File: src/rtl/change_disp_pkg.sv
// change_disp_pkg -- shared types and constants for the change dispenser.
// Holds the FSM state enum, the tube/denomination encoding and the tube limit.
package change_disp_pkg;

   typedef enum logic [2:0] {
      IDLE,
      SELECT,
      EJECT,
      WAIT_ACK,
      DONE
   } state_t;

   localparam logic [1:0] SEL_25C = 2'd0;
   localparam logic [1:0] SEL_10C = 2'd1;
   localparam logic [1:0] SEL_5C  = 2'd2;
   localparam logic [1:0] SEL_1C  = 2'd3;

   localparam logic [7:0] DENOM_25C = 8'd25;
   localparam logic [7:0] DENOM_10C = 8'd10;
   localparam logic [7:0] DENOM_5C  = 8'd5;
   localparam logic [7:0] DENOM_1C  = 8'd1;

   localparam logic [3:0] TUBE_MAX = 4'd15;

   // Value in cents of one coin from the given tube
   function automatic logic [7:0] denom_of(input logic [1:0] sel);
      logic [7:0] value;
      case (sel)
         SEL_25C: value = DENOM_25C;
         SEL_10C: value = DENOM_10C;
         SEL_5C:  value = DENOM_5C;
         default: value = DENOM_1C;
      endcase
      return value;
   endfunction

endpackage

File: src/rtl/change_coin_select.sv
// change_coin_select -- combinational greedy coin picker.
// Chooses the largest denomination that still fits in the remaining amount
// and whose tube holds at least one coin; valid=0 when nothing fits.
module change_coin_select
   import change_disp_pkg::*;
(
   input  logic [7:0] remaining,
   input  logic [3:0] tube_nonzero,
   output logic       valid,
   output logic [1:0] sel
);

   // Priority search from the largest coin down to the smallest
   always_comb begin
      valid = 1'b0;
      sel   = SEL_25C;
      if (tube_nonzero[SEL_25C] && (remaining >= DENOM_25C)) begin
         valid = 1'b1;
         sel   = SEL_25C;
      end else if (tube_nonzero[SEL_10C] && (remaining >= DENOM_10C)) begin
         valid = 1'b1;
         sel   = SEL_10C;
      end else if (tube_nonzero[SEL_5C] && (remaining >= DENOM_5C)) begin
         valid = 1'b1;
         sel   = SEL_5C;
      end else if (tube_nonzero[SEL_1C] && (remaining >= DENOM_1C)) begin
         valid = 1'b1;
         sel   = SEL_1C;
      end
   end

endmodule

File: src/rtl/change_dispenser.sv
// change_dispenser -- pays out change one coin at a time from four tubes
// (25c, 10c, 5c, 1c), waiting for the mechanism to confirm each drop.
// Optional feature macro: CHANGE_DISP_TIMEOUT_EN adds a jam timeout in
// WAIT_ACK that raises fault and ends the payout with the unpaid residue.
module change_dispenser
   import change_disp_pkg::*;
#(
   parameter int TUBE_INIT   = 8,
   parameter int ACK_TIMEOUT = 15
) (
   input  logic       clk,
   input  logic       reset_n,
   input  logic       change_valid,
   input  logic [7:0] change_amt,
   input  logic       eject_ack,
   input  logic       refill,
   input  logic [1:0] refill_sel,
   input  logic [3:0] refill_qty,
   output logic       busy,
   output logic       coin_eject,
   output logic [1:0] coin_sel,
   output logic       done,
   output logic [7:0] shortfall,
   output logic       fault,
   output logic [3:0] tube_empty
);

   localparam logic [3:0] TUBE_INIT_L = 4'(TUBE_INIT);

   state_t     state;
   logic [7:0] remaining;
   logic [3:0] tube_cnt  [4];
   logic [3:0] tube_next [4];
   logic [3:0] tube_nonzero;
   logic [4:0] refill_sum;
   logic       pick_valid;
   logic [1:0] pick_sel;

`ifdef CHANGE_DISP_TIMEOUT_EN
   localparam logic [7:0] ACK_CNT_LIMIT = 8'(ACK_TIMEOUT - 1);
   logic [7:0] ack_cnt;
`else
   logic unused_timeout;
   assign unused_timeout = ^ACK_TIMEOUT;
   assign fault = 1'b0;
`endif

   change_coin_select u_select (
      .remaining    (remaining),
      .tube_nonzero (tube_nonzero),
      .valid        (pick_valid),
      .sel          (pick_sel)
   );

   // Next tube counts: saturating refill in IDLE, one-coin decrement on ack
   always_comb begin
      refill_sum = {1'b0, tube_cnt[refill_sel]} + {1'b0, refill_qty};
      for (int i = 0; i < 4; i++) begin
         tube_next[i]    = tube_cnt[i];
         tube_nonzero[i] = (tube_cnt[i] != 4'd0);
      end
      if ((state == IDLE) && refill) begin
         tube_next[refill_sel] = (refill_sum > {1'b0, TUBE_MAX}) ? TUBE_MAX : refill_sum[3:0];
      end else if ((state == WAIT_ACK) && eject_ack) begin
         tube_next[coin_sel] = tube_cnt[coin_sel] - 4'd1;
      end
   end

   // Tube counters and their registered empty flags
   always_ff @(posedge clk or negedge reset_n) begin
      if (!reset_n) begin
         for (int i = 0; i < 4; i++) begin
            tube_cnt[i]   <= TUBE_INIT_L;
            tube_empty[i] <= (TUBE_INIT_L == 4'd0);
         end
      end else begin
         for (int i = 0; i < 4; i++) begin
            tube_cnt[i]   <= tube_next[i];
            tube_empty[i] <= (tube_next[i] == 4'd0);
         end
      end
   end

   // Payout FSM with registered status, eject and completion outputs
   always_ff @(posedge clk or negedge reset_n) begin
      if (!reset_n) begin
         state      <= IDLE;
         busy       <= 1'b0;
         coin_eject <= 1'b0;
         coin_sel   <= SEL_25C;
         done       <= 1'b0;
         shortfall  <= 8'd0;
         remaining  <= 8'd0;
`ifdef CHANGE_DISP_TIMEOUT_EN
         fault      <= 1'b0;
         ack_cnt    <= 8'd0;
`endif
      end else begin
         coin_eject <= 1'b0;
         done       <= 1'b0;
         case (state)
            IDLE: begin
               if (change_valid) begin
                  remaining <= change_amt;
                  shortfall <= 8'd0;
`ifdef CHANGE_DISP_TIMEOUT_EN
                  fault     <= 1'b0;
`endif
                  busy      <= 1'b1;
                  state     <= SELECT;
               end
            end
            SELECT: begin
               if (remaining == 8'd0) begin
                  done  <= 1'b1;
                  state <= DONE;
               end else if (pick_valid) begin
                  coin_sel   <= pick_sel;
                  coin_eject <= 1'b1;
                  state      <= EJECT;
               end else begin
                  shortfall <= remaining;
                  done      <= 1'b1;
                  state     <= DONE;
               end
            end
            EJECT: begin
`ifdef CHANGE_DISP_TIMEOUT_EN
               ack_cnt <= 8'd1;
`endif
               state <= WAIT_ACK;
            end
            WAIT_ACK: begin
               if (eject_ack) begin
                  remaining <= remaining - denom_of(coin_sel);
                  state     <= SELECT;
`ifdef CHANGE_DISP_TIMEOUT_EN
               end else if (ack_cnt >= ACK_CNT_LIMIT) begin
                  fault     <= 1'b1;
                  shortfall <= remaining;
                  done      <= 1'b1;
                  state     <= DONE;
               end else begin
                  ack_cnt <= ack_cnt + 8'd1;
`endif
               end
            end
            DONE: begin
               busy  <= 1'b0;
               state <= IDLE;
            end
            default: begin
               busy  <= 1'b0;
               state <= IDLE;
            end
         endcase
      end
   end

endmodule

File: config.mk
export PLATFORM = sky130hd
export DESIGN_NAME = change_dispenser
export DESIGN_NICKNAME = d
export VERILOG_FILES = /design/src/rtl/change_disp_pkg.sv /design/src/rtl/change_coin_select.sv /design/src/rtl/change_dispenser.sv
export SDC_FILE = /design/constraint.sdc
export NUM_CORES = 1
export LEC_CHECK = 0
export CAP_MARGIN = 20
export CORE_MARGIN = 1.5
export CORE_UTILIZATION = 55
export DETAILED_ROUTE_END_ITERATION = 12
export PLACE_DENSITY_LB_ADDON = 0.12
export SETUP_SLACK_MARGIN = 0.3
export SYNTH_ARGS = -nofsm -noshare
export SYNTH_HDL_FRONTEND = slang
export SYNTH_SLANG_ARGS = --single-unit
File: constraint.sdc
create_clock -name clk -period 2.8 [get_ports clk]
set_input_delay 0.28 -clock clk [delete_from_list [all_inputs] [get_ports clk]]
set_output_delay 0.28 -clock clk [all_outputs]
set_load 0.02 [all_outputs]
==> summary.md, run 1 <==
| Metric | Value |
|---|---|
| Die width | `74.31 µm` |
| Worst-Skew Late Latency | `~300 ps` |
| Crit path cell chain | `mux4_2 -> ha_1 -> a21o_1 -> a21oi_2 -> mux2i_1 -> buf_4 -> a32oi_1 -> o21a_1 -> nor4_2` |
| Clk slew on worst S/H paths | `80 ps` |
| RSZ-0062 raised after global routing | `true` |
| Post-Synthesis Cells | `~280` |
| Seq cells post-synth | `44` |
| VDD IR-drop max | `~0.00053 V` |
| Remaining DRCs | `0` |
| Core Region | `between 4000 and 5000 µm²` |
| Antenna viol nets, final | `0` |
| Crit-path max FO | `4` |
| Critical Path AT | `between 2000 and 3000 ps` |
| Die Y | `approximately 74 µm` |
| Post-Synthesis Cell Area | `around 2800 µm²` |
| Static leakage | `1.545 nW` |
| Worst Clk Skew | `5.191 ps` |
| Ant. Diodes | `0` |
| Drt first-iter violations | `around 200` |
| Via-to-Cell Ratio | `6.109` |
| CTS Buf Count | `5` |
| Number of I/O pins | `37` |
| Register area | `around 1100 µm²` |
| Fin nets | `roughly 370` |
| Pre-antenna DRT Iters | `4` |
| Average wire per standard cell | `17.52 µm` |
| Total power | `between 3 and 4 mW` |
| Crit path depth | `9` |
| Reg2reg path depth | `9` |
| Synth async-reset ratio | `between 90% and 100%` |
| Most frequent cells in the layout | `dfrtp_1, clkdlybuf4s50_1, nand2_1, buf_4, inv_1` |
| Crit path buf inv count | `1` |
| Via count | `~2500` |
| Post-synth EDFFs | `0` |
| Leading cell type in the layout, fill and taps excluded | `dfrtp_1` |
| Top_reg_cell synth | `dfrtp_1` |
| Die ar. | `around 5500 µm²` |
| Row cnt | `25` |
| Area occupied by multi-input gates | `between 1500 and 2000 µm²` |
| Status | `completed` |
| Synth Net Count | `313` |
| CP required | `approximately 3000 ps` |
| CTS H-Tree Depth | `2` |
| Unique masters post-synth | `62` |
| Clk buf depth | `2` |
| Hpwl dp | `around 4900 µm` |
| Largest net degree at the start of global routing | `45` |
| Final Cycle Share | `between 90% and 100%` |
| Warning count from the yosys run | `0` |
| Global-route wire length before repair | `around 11000 µm` |
| Fillers | `approximately 390` |
| Initial antenna violation count | `0` |
| WHS | `about 310 ps` |
| Total gr overflow | `0` |
| Max Cap Viol | `0` |
| Aggregate routed wire length | `a little over 7000 µm` |
| Post-synth top area cell | `dfrtp_1` |
| Synth-to-layout area growth | `26.58%` |
| Final Hold Fails | `0` |
| Share of the synthesized area in the top cell type | `a little over a third` |
| Setup TNS | `0 ps` |
| PwrDens | `approximately 1100 nW/µm²` |
| Total track usage | `27.36%` |
| Gp weighted congestion | `~1.0` |
| Share of cells above drive strength 1 | `23.67%` |
| CTS sink cnt | `between 40 and 50` |
| Max Freq | `between 0.3 and 0.4 GHz` |
| TritonCTS clock tree | `done` |
| Hold Path Class | `input pin to async pin` |
| Final setup violation count | `0` |
| Family with the most delay on the worst path | `multiplexers` |
| IO buf count | `35` |
| Initial Util | `between 50 and 60%` |
| Worst-margin pin slew | `636.8 ps` |
| Post-synthesis sequential area ratio | `just under 40%` |
| Relative slew slack | `around 57%` |
| Vias in the first global route | `2343` |
| CP peak stage delay | `roughly 500 ps` |
| Tmin final | `2533 ps` |
| Critical path launch point type | `flip-flop` |
| Slew Limit Fails | `0` |
| Mapped Avg Cell Area | `a little under 10 µm²` |
| Clk root buf | `clkbuf_8` |
| WS Path Type | `flip-flop to flip-flop` |
| Area contributors post-synth | `dfrtp_1, mux4_2, ha_1` |
| Worst setup EP type | `flip-flop` |
| Worst path slowest cell | `mux4_2` |
==> worst paths after layout <==
check | end | startpoint | slack (ps)
setup / recovery | tube_empty[3] | tube_cnt[9] | 270
hold / removal | remaining[6] | reset_n | 310
setup reg to reg | tube_empty[3] | tube_cnt[9] | 270
hold reg to reg | busy | busy | 510
max in group asynchronous | tube_cnt[11] | reset_n | 2000
min in group clk | busy | busy | 510
==> synthesized netlist by cell type (all sizes together), types with 2 or more instances <==
cell    number
or3          3
nor2b        8
dfrtp       40
a21boi       6
mux2i       10
buf          4
mux4         8
nor3b        4
xor2         2
a21o         3
nor4        10
nand3        5
nand2       28
inv         19
nor2        18
o21a         5
a211oi       2
nand2b       4
dfstp        4
nor3         6
a21oi       15
o21ai       18
a221o        4
nor4b        2
a22oi       10
a32oi        3
and2         5
clkbuf       7
ha          10
fa           2
==> worst reg2reg max path, delay by kind of cell, from the launching register on <==
family / cells / cell delay [ps]
flip-flops: 1 / 410
multiplexers: 2 / 700
AO/OA/AOI/OAI: 4 / 570
adder cells (fa/ha/maj): 1 / 290
buffers and inverters: 1 / 160
AND/OR/NAND/NOR: 1 / 290
==> final cells by class <==
| cell class | count | share of cell area [%] |
|---|---|---|
| clock buffer | 6 | 2.333 |
| clock inverter | 2 | 0.2828 |
| inverter | 19 | 2.015 |
| multi-input combinational | 208 | 46.45 |
| sequential | 44 | 31.35 |
| tap | 67 | 2.368 |
| timing repair buffer | 59 | 15.20 |
==> registers in the layout (all words and copies together) (netlist names) <==
register    flops
coin_sel        2
shortfall       8
tube_cnt       16
coin_eject      1
state           3
busy            1
tube_empty      4
done            1
remaining       8
==> power by group <==
part	switching, mW	internal (mW)	leakage, nW	total [mW]
Sequential	0.304	0.883	0.548	1.19
Clock	0.219	0.197	0.0510	0.416
Combinational	1.28	1.09	0.946	2.36
Total	1.80	2.17	1.54	3.97
==> routing by layer <==
layer	routed length [µm]	track usage, %	vias up
met1	3173	37.52	1206
met2	3165	41.47	107
li1	-	-	1142
met5	0	0	-
met4	176	11.31	0
met3	580	7.182	19
==> repair_timing <==
item / CTS / global route
resized for setup: 13 / 16
endpoints found under the setup margin: 15 / 10
endpoints found under the hold margin: 0 / 3
hold buffers: 0 / 1
setup buffers: 11 / 1
pin swaps: 7 / 6
==> per-stage QoR <==
| step | std cells | util, % | area [µm²] | setup WS, ps |
|---|---|---|---|---|
| after floorplan | 282 | - | 2798 | 315.8 |
| after global placement | 383 | 67.38 | 3246 | -185.8 |
| after detailed placement | 383 | 67.38 | 3246 | -277.6 |
| after CTS | 402 | 71.84 | 3461 | 214.1 |
| after global routing | 405 | 73.48 | 3540 | 187.4 |
| final | 405 | 73.48 | 3540 | 267.0 |
==> logic make-up after synthesis <==
kind of cell,synth area share (%)
other cells,0.1341
fa+ha+maj,6.264
xor+xnor,0.8951
compound gates,18.79
buf+inv,4.519
mux,10.16
simple gates,19.69
flops,39.55
Note: power is estimated with default switching activity, not from simulation.
==> inputs of run 2 (changes only) <==
SKIP_CTS_REPAIR_TIMING = 1   (was unset)
==> summary.md, run 2 (synthesized netlist as in run 1, its figures left out) <==
| Metric | Value |
|---|---|
| Biggest regs | `tube_cnt (16), remaining (8), shortfall (8)` |
| Antenna viol nets, final | `0 (unchanged)` |
| CTS sink cnt | `44 (unchanged)` |
| Setup crit start | `tube_cnt[4]` |
| Gp weighted congestion | `1.000 (unchanged)` |
| Die width | `74.31 µm (unchanged)` |
| Family with the most delay on the worst path | `compound AO/OA/AOI/OAI gates` |
| Placement Cell Area | `3246 µm² (unchanged)` |
| Total gr overflow | `0 (unchanged)` |
| Ant. Diodes | `0 (unchanged)` |
| Leading cell type in the layout, fill and taps excluded | `dfrtp_1` |
| Worst setup EP type | `flip-flop` |
| Max Cap Viol | `0 (unchanged)` |
| Die ar. | `5521 µm² (unchanged)` |
| Final Hold Fails | `0 (unchanged)` |
| Setup TNS | `0 ps (unchanged)` |
| Average wire per standard cell | `17.96 µm (+2.5%)` |
| Total power | `3.914 mW (-1.3%)` |
| Pre-antenna DRT Iters | `5 (+1)` |
| CP peak stage delay | `490 ps (-20 ps)` |
| Number of I/O pins | `37 (unchanged)` |
| WHS | `118.8 ps (-192.7 ps)` |
| Aggregate routed wire length | `7165 µm (+0.97%)` |
| Top reg by flops | `tube_cnt` |
| Reg2reg path depth | `10 (+1)` |
| CTS H-Tree Depth | `2 (unchanged)` |
| Crit path cell chain | `mux4_2 -> ha_4 -> inv_2 -> fa_2 -> nand2b_4 -> a21boi_2 -> o31a_1 -> a22oi_2 -> o21ai_1 -> nor4_1` |
| Crit path depth | `10 (+1)` |
| VDD IR-drop max | `0.0005243 V (-1.5%)` |
| Static leakage | `1.526 nW (-1.2%)` |
| Clk buf depth | `2 (unchanged)` |
| Tmin final | `2641 ps (+107.9 ps)` |
| Total track usage | `26.39% (-0.97 points)` |
| Critical Path AT | `2840 ps (+110 ps)` |
| Synth-to-layout area growth | `25.01%` |
| Via-to-Cell Ratio | `6.223 (+1.9%)` |
| Drt first-iter violations | `161 (-20%)` |
| Hpwl dp | `4908 µm (unchanged)` |
| Worst Clk Skew | `7.643 ps (+2.453 ps)` |
| Crit path to | `tube_empty[1]` |
| Slew Limit Fails | `0 (unchanged)` |
| Max Freq | `0.3787 GHz (-4.1%)` |
| Status | `completed` |
| Placed cell count | `383 (unchanged)` |
| Reg2Reg Capture Point | `tube_empty[1]` |
| Initial antenna violation count | `0 (unchanged)` |
| Share of cells above drive strength 1 | `22.59% (-1.1 points)` |
| Relative slew slack | `35.79% (-21 points)` |
| Row cnt | `25 (unchanged)` |
| Core Region | `4817 µm² (unchanged)` |
| Remaining DRCs | `0 (unchanged)` |
| Worst r2r src | `tube_cnt[4]` |
| Final setup violation count | `0 (unchanged)` |
| Fin cells | `399 (-1.5%)` |
| Worst path slowest cell | `mux4_2` |
| Worst-margin pin slew | `963.2 ps (+326.4 ps)` |
| Crit path buf inv count | `1 (unchanged)` |
| Global-route wire length before repair | `10760 µm (-3.9%)` |
| PwrDens | `1120 nW/µm² (about the same)` |
| CTS Buf Count | `5 (unchanged)` |
| Max reg flops | `16 (unchanged)` |
| Largest net degree at the start of global routing | `45 (unchanged)` |
| Final Cycle Share | `94.32% (+3.9 points)` |
| Most frequent cells in the layout | `dfrtp_1, clkdlybuf4s50_1, nand2_1, buf_4, inv_1` |
| Initial Util | `58.05% (unchanged)` |
| Fin area | `3496 µm² (-1.2%)` |
| Hold Path Class | `input pin to async pin` |
| Via count | `2483 (+0.36%)` |
| Setup slack, reg-to-reg | `160 ps (-110 ps)` |
| WS Path Type | `flip-flop to flip-flop` |
| Critical path launch point type | `flip-flop` |
| RSZ-0062 raised after global routing | `true` |
| Clk root buf | `clkbuf_8` |
| Vias in the first global route | `2257 (-3.7%)` |
| Clk slew on worst S/H paths | `80 ps (about the same)` |
| CP required | `3000 ps (about the same)` |
| Crit-path max FO | `4 (unchanged)` |
| Die Y | `74.31 µm (unchanged)` |
| IO buf count | `35 (unchanged)` |
| Worst-Skew Late Latency | `310 ps (about the same)` |
| Fin nets | `362 (-1.6%)` |
| TritonCTS clock tree | `done` |
## run 2: cell types whose count changed in the layout (fill, tap and decap cells not counted), moves of 2 or more
cell	delta
buf_4	-3
ha_4	+2
o21ai_2	-2
o21ai_1	+4
o21ai_0	-2
dlymetal6s2s_1	+2
## run 2: worst min path at each step
| stage | start | end | cells after the start |
|---|---|---|---|
| 6_report | reset_n | remaining[7] | 1 |
| 3_5_place_dp | reset_n | remaining[7] | 1 |
| 4_1_cts | reset_n | remaining[7] | 1 |
| 5_1_grt | reset_n | remaining[7] | 1 |
| 2_1_floorplan | reset_n | busy | 0 |
| 3_3_place_gp | reset_n | remaining[7] | 1 |
## run 2: worst reg2reg max path, cell delays in order (launching register included)
cell and delay (ps):
dfrtp_2 440, mux4_2 490, ha_4 190, inv_2 50
fa_2 190, nand2b_4 130, a21boi_2 60, o31a_1 360
a22oi_2 230, o21ai_1 120, nor4_1 280
## run 2: metal layers
| metal | GRT usage [%] | up-vias | wire (µm) |
|---|---|---|---|
| li1 | - | 1129 | - |
| met1 | 35.88 | 1196 | 3094 |
| met2 | 40.77 | 135 | 3241 |
| met3 | 7.182 | 23 | 642 |
| met4 | 9.697 | 0 | 187 |
| met5 | 0 | - | 0 |
## run 2: stage by stage
step | util, % | worst slack, ps
after floorplan | - | 315.8
after global placement | 67.38 | -185.8
after detailed placement | 67.38 | -277.6
after CTS | 69.30 | -8.328
after global routing | 72.57 | 43.72
final | 72.57 | 159.2
## run 2: cell type report
type	instances	area, µm²
fillers	385	1321
well taps	67	83.83
clock buffers	6	82.58
clock inverters	2	10.01
flip-flops and latches	44	1111
repair buffers	53	485.5
inverters	19	71.32
multi-input cells	208	1652
## run 2: power breakdown
part / internal [mW] / leakage, nW / switching [mW]
combinational: 1.06 / 0.929 / 1.23
sequential: 0.884 / 0.546 / 0.325
clock: 0.197 / 0.0510 / 0.219
total: 2.14 / 1.53 / 1.78
